--- src/rtl/store_narrow_pack.sv ---
// store_narrow_pack: narrows a register value to the access size and lane-aligns it into 8-byte memory beats,
// splitting boundary-crossing stores into two beats and flagging whether the truncation was lossless.
module store_narrow_pack #(
    parameter int DATA_WIDTH = 64,
    parameter int ADDR_WIDTH = 64
) (
    input  logic                  clk,
    input  logic                  reset,
    input  logic                  in_valid,
    output logic                  in_ready,
    input  logic [ADDR_WIDTH-1:0] in_addr,
    input  logic [DATA_WIDTH-1:0] in_data,
    input  logic [1:0]            in_size,
    input  logic                  in_signed,
    output logic                  out_valid,
    input  logic                  out_ready,
    output logic [ADDR_WIDTH-1:0] out_addr,
    output logic [DATA_WIDTH-1:0] out_data,
    output logic [7:0]            out_be,
    output logic                  out_last,
    output logic                  out_fit
);
    typedef enum logic [1:0] {EMPTY, ONE, FIRST} state_t;
    state_t state, next;
    logic [7:0] m, res_be;
    logic [DATA_WIDTH-1:0] t, ext, res_data;
    logic [2*DATA_WIDTH-1:0] wide;
    logic [15:0] wide_be;
    logic s, split, accept, fit;
    assign in_ready = !reset && (state == EMPTY || (state == ONE && out_ready));
    assign out_valid = state != EMPTY;
    assign accept = in_valid && in_ready;
    always_comb begin
        s = in_signed;
        m = in_size == 2'd0 ? 8'h01 : in_size == 2'd1 ? 8'h03 : in_size == 2'd2 ? 8'h0F : 8'hFF;
        t = in_size == 2'd0 ? {56'b0, in_data[7:0]} :
            in_size == 2'd1 ? {48'b0, in_data[15:0]} :
            in_size == 2'd2 ? {32'b0, in_data[31:0]} : in_data;
        ext = in_size == 2'd0 ? {{56{s & in_data[7]}}, in_data[7:0]} :
              in_size == 2'd1 ? {{48{s & in_data[15]}}, in_data[15:0]} :
              in_size == 2'd2 ? {{32{s & in_data[31]}}, in_data[31:0]} : in_data;
        fit = ext == in_data;
        // The upper half of the double-width shift is exactly the spill-over into the next word
        wide = {64'b0, t} << {in_addr[2:0], 3'b000};
        wide_be = {8'b0, m} << in_addr[2:0];
        split = |wide_be[15:8];
        next = state;
        if (accept)
            next = split ? FIRST : ONE;
        else if (out_ready && state != EMPTY)
            next = state == FIRST ? ONE : EMPTY;
    end
    always_ff @(posedge clk or posedge reset) begin
        if (reset) begin
            state    <= EMPTY;
            out_addr <= '0;
            out_data <= '0;
            out_be   <= '0;
            out_last <= 1'b0;
            out_fit  <= 1'b0;
            res_data <= '0;
            res_be   <= '0;
        end else begin
            state <= next;
            if (accept) begin
                out_addr <= {in_addr[ADDR_WIDTH-1:3], 3'b000};
                out_data <= wide[63:0];
                out_be   <= wide_be[7:0];
                out_last <= !split;
                out_fit  <= fit;
                res_data <= wide[127:64];
                res_be   <= wide_be[15:8];
            end else if (state == FIRST && out_ready) begin
                out_addr <= out_addr + ADDR_WIDTH'(8);
                out_data <= res_data;
                out_be   <= res_be;
                out_last <= 1'b1;
            end
        end
    end
endmodule

--- config.mk ---
export PLATFORM = sky130hd
export DESIGN_NAME = store_narrow_pack
export DESIGN_NICKNAME = d
export VERILOG_FILES = /design/src/rtl/store_narrow_pack.sv
export SDC_FILE = /design/constraint.sdc
export NUM_CORES = 1
export LEC_CHECK = 0
export ABC_AREA = 1
export BUFFER_PORTS_ARGS = -buffer_cell sky130_fd_sc_hd__buf_4
export CORE_MARGIN = 2
export CORE_UTILIZATION = 50
export CTS_CLUSTER_SIZE = 8
export DETAILED_ROUTE_END_ITERATION = 8
export PLACE_DENSITY = 0.74
export SLEW_MARGIN = 20
export SYNTH_ARGS = -nofsm -noshare
export SYNTH_HDL_FRONTEND = slang
export SYNTH_SLANG_ARGS = --single-unit
--- constraint.sdc ---
create_clock -name clk -period 16.5 [get_ports clk]
set_input_delay 1.65 -clock clk [delete_from_list [all_inputs] [get_ports clk]]
set_output_delay 1.65 -clock clk [all_outputs]
set_load 0.02 [all_outputs]
==> results.txt, run 1 <==
Setup ws final: 12.33 ns
EDFF count, synth: 0
Post-DP HPWL: 38,000 um
CTS root buf: clkbuf_16
Fmax: 240 MHz
Internal power: 0.00113 W
Final wirelength: 51,000 um
Power per cell area: 127 nW/um2
RSZ-0062 raised after global routing: no
RD Place Congestion: 0.979
Port-buffer cells: 271
# fillers: 2,623
Antenna violations before repair: 0
Setup CP Type: input pin to flip-flop
Num rows: 60
LEAKAGE: 7.97 nW
Peak supply drop: 0.0572 mV
Hold buffers post-CTS: 0
Switch share: 44.9%
Cell variety after synth: 47
Die span in x: 169 um
Arrival @ worst endpoint: 4.47 ns
Most frequent cells in the layout: nand2_1 (702), buf_4 (279), nor2_1 (239)
DR vias: 14,900
Sink Count: 200
Final hold slack: 0.484 ns
Core region area: 26,800 um2
Critical-path maximum fanout: 101
Initial Utilization: 50.6%
Worst min-delay path class: flip-flop to flip-flop
Die height: 169 um
PostCTS Resize Cnt: 0
Clock Power Share: 23.1%
Syn Area/Cell: 6.54 um2
Commonest non-fill, non-tap cell in the layout: nand2_1
Cts bufs inserted: 17
Final setup skew: 0.0180 ns
Nets: 2,402
Share of the synthesized area in the top cell type: 36.9%
Worst slew pin tran: 1.13 ns
Proportion of layout cells with a drive suffix above 1: 17.1%
DR WL/cell: 19.5 um
Syn Inst Count: 2,071
Final setup viols: 0
Slew Viols, Final: 0
Synth area leader: dfrtp_1
Predominant post-synthesis flop cell: dfrtp_1
Post-synth ARST share: 100%
Combinational share of power: 40.1%
Clock latency on the worst-skew pair: 0.45 ns
Largest net degree at the start of global routing: 124
Post-CTS Setup Repair Bufs: 0
Final Hold Fails: 0
Tcrit/Tclk final: 25.3%
H-tree levels: 4
Net load switching power: 0.000924 W
Setup crit end kind: flip-flop
Rel. slew slack: 24.3%
Synthesis-to-layout area growth: 19.6%
Min cycle time layout: 4.17 ns
Yosys reg bits: 200
Drt pass-1 iters: 6
Vias in the first global route: 14,100
Initial DRC count: 1,521
Synth top area cells: dfrtp_1 (37%), nand2_1 (19%), nor2_1 (6.6%), inv_1 (5.8%), nand3_1 (5.4%)
DP Worst Slack: 11.94 ns
Max cap viols: 0
Post-Synthesis Cell Area: 13,600 um2
TNS Setup: 0 ns
Clock Path Buffers: 2
Status: finished, final reports clean
Sequential fraction of the synthesis area: 36.9%
Ant. Diodes: 0
DRC viols: 0
Sequential group share of total power: 36.9%
Post-route ant nets: 0
Reg clk slew, reported paths: 0.09 ns
First-pass GRT wire length: 78,700 um
CP Data Required Time: 16.80 ns
Total grt overflow: 0
Die ar.: 28,400 um2
CTS tree: built
Gr usage total: 35.8%
Ports: 275
Synth Warn #: 0
Crit path launch type: input pin
Drt via density: 5.70
## cell type report
class | count | area (um2) | share of cell area [%]
Timing Repair Buffer | 280 | 2110 | 13.0
Clock inverter | 15 | 235 | 1.45
Inverter | 213 | 808 | 4.99
Tap cell | 341 | 427 | 2.63
Sequential cell | 200 | 5000 | 30.9
Multi-Input combinational cell | 1554 | 7210 | 44.5
Clock buffer | 17 | 425 | 2.62
## Yosys cell counts (2+ instances only)
cell type,instances
nand3b_1,6
o21bai_1,3
nand2_2,4
o221ai_1,15
buf_6,6
o21ai_2,8
nor2_4,9
o22ai_1,18
nand2_4,2
nand4_1,34
inv_2,3
buf_1,4
nor2_2,15
nand3_2,3
clkbuf_1,27
o21ai_0,127
nand2_1,702
nor3_1,20
or2_2,26
nand3_1,145
nor2_1,240
mux2i_1,7
buf_2,50
buf_4,18
a22oi_1,2
o32ai_1,3
inv_1,209
a21oi_1,45
o21ai_1,26
o211ai_1,31
xnor2_1,3
a31oi_1,38
a211oi_1,8
and2_1,2
dfrtp_1,200
## flip-flops by register name, indices dropped and copies added (netlist names)
name      flops
res_be        7
out_addr     61
out_last      1
state         2
res_data     56
out_data     64
out_fit       1
out_be        8
## final timing paths
kind / end / slack (ns) / from / depth (start not counted)
worst max-delay path: out_addr[20]$_DFFE_PP0P_ / 12.33 / out_ready / 9
worst min-delay path: res_be[6]$_DFFE_PP0P_ / 0.48 / res_be[6]$_DFFE_PP0P_ / 2
worst max register to register: out_addr[20]$_DFFE_PP0P_ / 13.33 / state[0]$_DFFE_PP0P_ / 7
worst min register to register: res_be[6]$_DFFE_PP0P_ / 0.48 / res_be[6]$_DFFE_PP0P_ / 2
max in group asynchronous: res_data[13]$_DFFE_PP0P_ / 13.87 / reset / 3
min in group asynchronous: out_data[51]$_DFFE_PP0P_ / 1.39 / reset / 2
## power by group through the flow
stage / clock [W] / combinational (W) / sequential [W]
2_1_floorplan: 0 / 0.000382 / 0.000843
3_3_place_gp: 0 / 0.000808 / 0.000762
3_5_place_dp: 0 / 0.000818 / 0.000763
4_1_cts: 0.000480 / 0.000821 / 0.000755
5_1_grt: 0.000492 / 0.000902 / 0.000772
6_report: 0.000474 / 0.000824 / 0.000759
## critical path: stages
cell and delay (ns):
buf_4 0.12, inv_1 0.05, nand2_1 0.11, nand3_4 0.29
buf_4 0.88, inv_2 0.63, or2_2 0.47, a21oi_1 0.14
a31oi_1 0.06
## stage by stage
stage               util, %  cells  power [W]  cell area [um2]
floorplan                 -   2073    0.00123            13600
global placement       58.0   2588    0.00157            15500
detailed placement     58.0   2588    0.00158            15500
CTS                    60.5   2620    0.00206            16200
global route           60.5   2620    0.00217            16200
finish                 60.5   2620    0.00206            16200
## routing by layer
metal	global-route usage, %	wire [um]	part of all wire, %
met3	4.19	3430	6.7
met5	0	0	0
met2	58.7	23600	46
met4	19.4	3030	5.9
met1	46.7	20900	41
## logic make-up after synthesis
group / Yosys count / share of synthesized area [%]
AND/OR/NAND/NOR: 1213 / 37.9
AO/OA/AOI/OAI: 327 / 14.2
buffers and inverters: 319 / 10.1
flip-flops: 200 / 36.9
multiplexers: 7 / 0.517
XOR/XNOR: 3 / 0.194
adder cells (fa/ha/maj): 1 / 0.0923
other: 1 / 0.0277
(Power assumes the default switching activity.)
==> run 2, diff against run 1 <==
--- a/config.mk
+++ b/config.mk
@@ -5,13 +5,13 @@
 export SDC_FILE = /design/constraint.sdc
 export NUM_CORES = 1
 export LEC_CHECK = 0
-export ABC_AREA = 1
+export ABC_AREA = 0
 export BUFFER_PORTS_ARGS = -buffer_cell sky130_fd_sc_hd__buf_4
 export CORE_MARGIN = 2
 export CORE_UTILIZATION = 50
 export CTS_CLUSTER_SIZE = 8
 export DETAILED_ROUTE_END_ITERATION = 8
-export PLACE_DENSITY = 0.74
+export PLACE_DENSITY = 0.75
 export SLEW_MARGIN = 20
 export SYNTH_ARGS = -nofsm -noshare
 export SYNTH_HDL_FRONTEND = slang
==> constraint.sdc (replaced) <==
create_clock -name clk -period 4.2 [get_ports clk]
set_input_delay 0.42 -clock clk [delete_from_list [all_inputs] [get_ports clk]]
set_output_delay 0.42 -clock clk [all_outputs]
set_load 0.02 [all_outputs]
==> run 2 against run 1 <==
Against the previous run:
- synthesized cell count shrank 35%
- worst setup slack lost 11 ns
- first-iteration DRC count shrank 21%
- global-route usage shrank 3.2 points
- sequential cell count is the same
- via count shrank 23%
- critical path depth shrank 3
- clock power grew to 3.5 times the previous value
- critical path type is now flip-flop to flip-flop
- critical endpoint is now out_addr[58]$_DFFE_PP0P_
- largest power group is now sequential cells
==> results.txt, run 2 <==
TNS Setup: 0 ns
Sequential fraction of the synthesis area: 43.0%
Vias in the first global route: 10,800
Yosys reg bits: 200
LEAKAGE: 6.30 nW
PostCTS Resize Cnt: 0
Syn Inst Count: 1,356
Predominant post-synthesis flop cell: dfrtp_1
Post-synth ARST share: 100%
Arrival @ worst endpoint: 3.01 ns
Largest register FFs: 64
Biggest regs: out_data x64, out_addr x61, res_data x56
Initial Utilization: 51.1%
Largest net degree at the start of global routing: 176
DR vias: 11,500
Clock latency on the worst-skew pair: 0.44 ns
Ant. Diodes: 0
H-tree levels: 4
Critical-path maximum fanout: 11
Synth cell count leaders: nand2_1 (214), dfrtp_1 (200), o21ai_0 (161)
Peak supply drop: 0.237 mV
Die ar.: 24,500 um2
Proportion of layout cells with a drive suffix above 1: 23.7%
Sink Count: 200
CP Launch Point: out_addr[19]$_DFFE_PP0P_
Most flops, register: out_data
Fmax: 368 MHz
Initial DRC count: 1,205
# fillers: 1,970
Post-CTS Setup Repair Bufs: 0
Final setup viols: 0
Setup CP Type: flip-flop to flip-flop
Share of the synthesized area in the top cell type: 43.0%
Commonest non-fill, non-tap cell in the layout: buf_4
Reg clk slew, reported paths: 0.07 ns
Die height: 157 um
Antenna violations before repair: 0
Core region area: 22,800 um2
R2R Setup Slk: 1.48 ns
Drt via density: 6.13
Worst min-delay path class: input pin to asynchronous set/reset pin
EDFF count, synth: 0
Total grt overflow: 0
Cell variety after synth: 61
Synth area leader: dfrtp_1
Hold buffers post-CTS: 0
Setup ws final: 1.48 ns
Drt pass-1 iters: 5
Post-DP HPWL: 29,100 um
RD Place Congestion: 1.02
DR WL/cell: 21.5 um
Synth top area cells: dfrtp_1 (43%), o21ai_0 (6.9%), nand2_1 (6.9%), mux2i_1 (4.0%), nor2_1 (3.6%)
Port-buffer cells: 271
Most frequent cell after synthesis: nand2_1
RSZ-0062 raised after global routing: no
Synth Warn #: 0
Cts bufs inserted: 17
Final Hold Fails: 0
CTS root buf: clkbuf_16
Tcrit/Tclk final: 64.7%
Most frequent cells in the layout: buf_4 (275), nand2_1 (214), dfrtp_1 (200)
Setup crit end kind: flip-flop
Status: finished, final reports clean
Power per cell area: 453 nW/um2
DP Worst Slack: 1.49 ns
Clock Path Buffers: 2
Nets: 1,684
Die span in x: 157 um
Post-route ant nets: 0
CP Data Required Time: 4.49 ns
Min cycle time layout: 2.72 ns
Final setup skew: 0.0115 ns
Final wirelength: 40,400 um
Synthesis-to-layout area growth: 23.2%
Crit path launch type: flip-flop
Reg2Reg Launch Point: out_addr[19]$_DFFE_PP0P_
Rel. slew slack: 32.0%
Syn Area/Cell: 8.58 um2
Ports: 275
Max cap viols: 0
Slew Viols, Final: 0
CTS tree: built
Num rows: 55
Worst slew pin tran: 1.02 ns
Gr usage total: 32.7%
Post-Synthesis Cell Area: 11,600 um2
DRC viols: 0
First-pass GRT wire length: 61,600 um
run 2: worst max-delay path, cell delays in order (launching register included):
cell	delay [ns]
dfrtp_1	0.44
nand4_1	0.29
nor4_2	0.43
nand4_1	0.58
nor4_1	0.56
xnor2_1	0.18
a21oi_1	0.09
run 2: logic make-up (layout without fill, tap and decap cells):
| group | after synthesis | after routing | share of synthesized area (%) |
|---|---|---|---|
| adder cells (fa/ha/maj) | 1 | 1 | 0.107 |
| multiplexers | 70 | 70 | 6.28 |
| AO/OA/AOI/OAI | 372 | 372 | 20.1 |
| XOR/XNOR | 59 | 59 | 4.44 |
| flip-flops | 200 | 200 | 43.0 |
| buffers and inverters | 120 | 322 | 4.19 |
| AND/OR/NAND/NOR | 533 | 533 | 21.8 |
| other | 1 | 3 | 0.0322 |
run 2: power by group:
group	internal [W]	leakage (nW)	switching (W)
clock	0.000871	0.280	0.000799
combinational	0.000900	3.48	0.00123
sequential	0.00231	2.53	0.000374
run 2: per-layer routing:
metal,track usage [%],vias to the layer above,part of all wire (%)
met4,12.7,0,3.7
li1,-,5257,-
met2,51.4,596,46
met5,0,-,0
met1,45.2,5539,42
met3,5.73,91,8.5
run 2: area by class of cell:
| cell class | instances | area, um2 | area share [%] |
|---|---|---|---|
| clock buffers | 19 | 453 | 3.16 |
| clock inverters | 12 | 133 | 0.925 |
| inverters | 13 | 52.6 | 0.367 |
| multi-input cells | 1038 | 6180 | 43.1 |
| flip-flops and latches | 200 | 5000 | 34.9 |
| well taps | 313 | 392 | 2.73 |
| repair buffers | 278 | 2120 | 14.8 |
run 2: final timing paths:
kind	end	cells past startpoint
max	out_addr[58]$_DFFE_PP0P_	6
min	out_addr[15]$_DFFE_PP0P_	2
max reg2reg	out_addr[58]$_DFFE_PP0P_	6
min reg2reg	res_be[1]$_DFFE_PP0P_	2
max in group asynchronous	res_data[45]$_DFFE_PP0P_	3
min in group clk	out_addr[25]$_DFFE_PP0P_	3
run 2: through the flow:
step           std cells  utilization, %  hold WS, ns  power (W)  instance area, um2
3_5_place_dp        1842            60.4        0.461    0.00484               13700
3_3_place_gp        1842            60.4        0.447    0.00480               13700
5_1_grt             1873            62.9       0.0917    0.00679               14300
2_1_floorplan       1358               -        0.433    0.00383               11700
6_report            1873            62.9       0.0616    0.00649               14300
4_1_cts             1873            62.9       0.0664    0.00650               14300
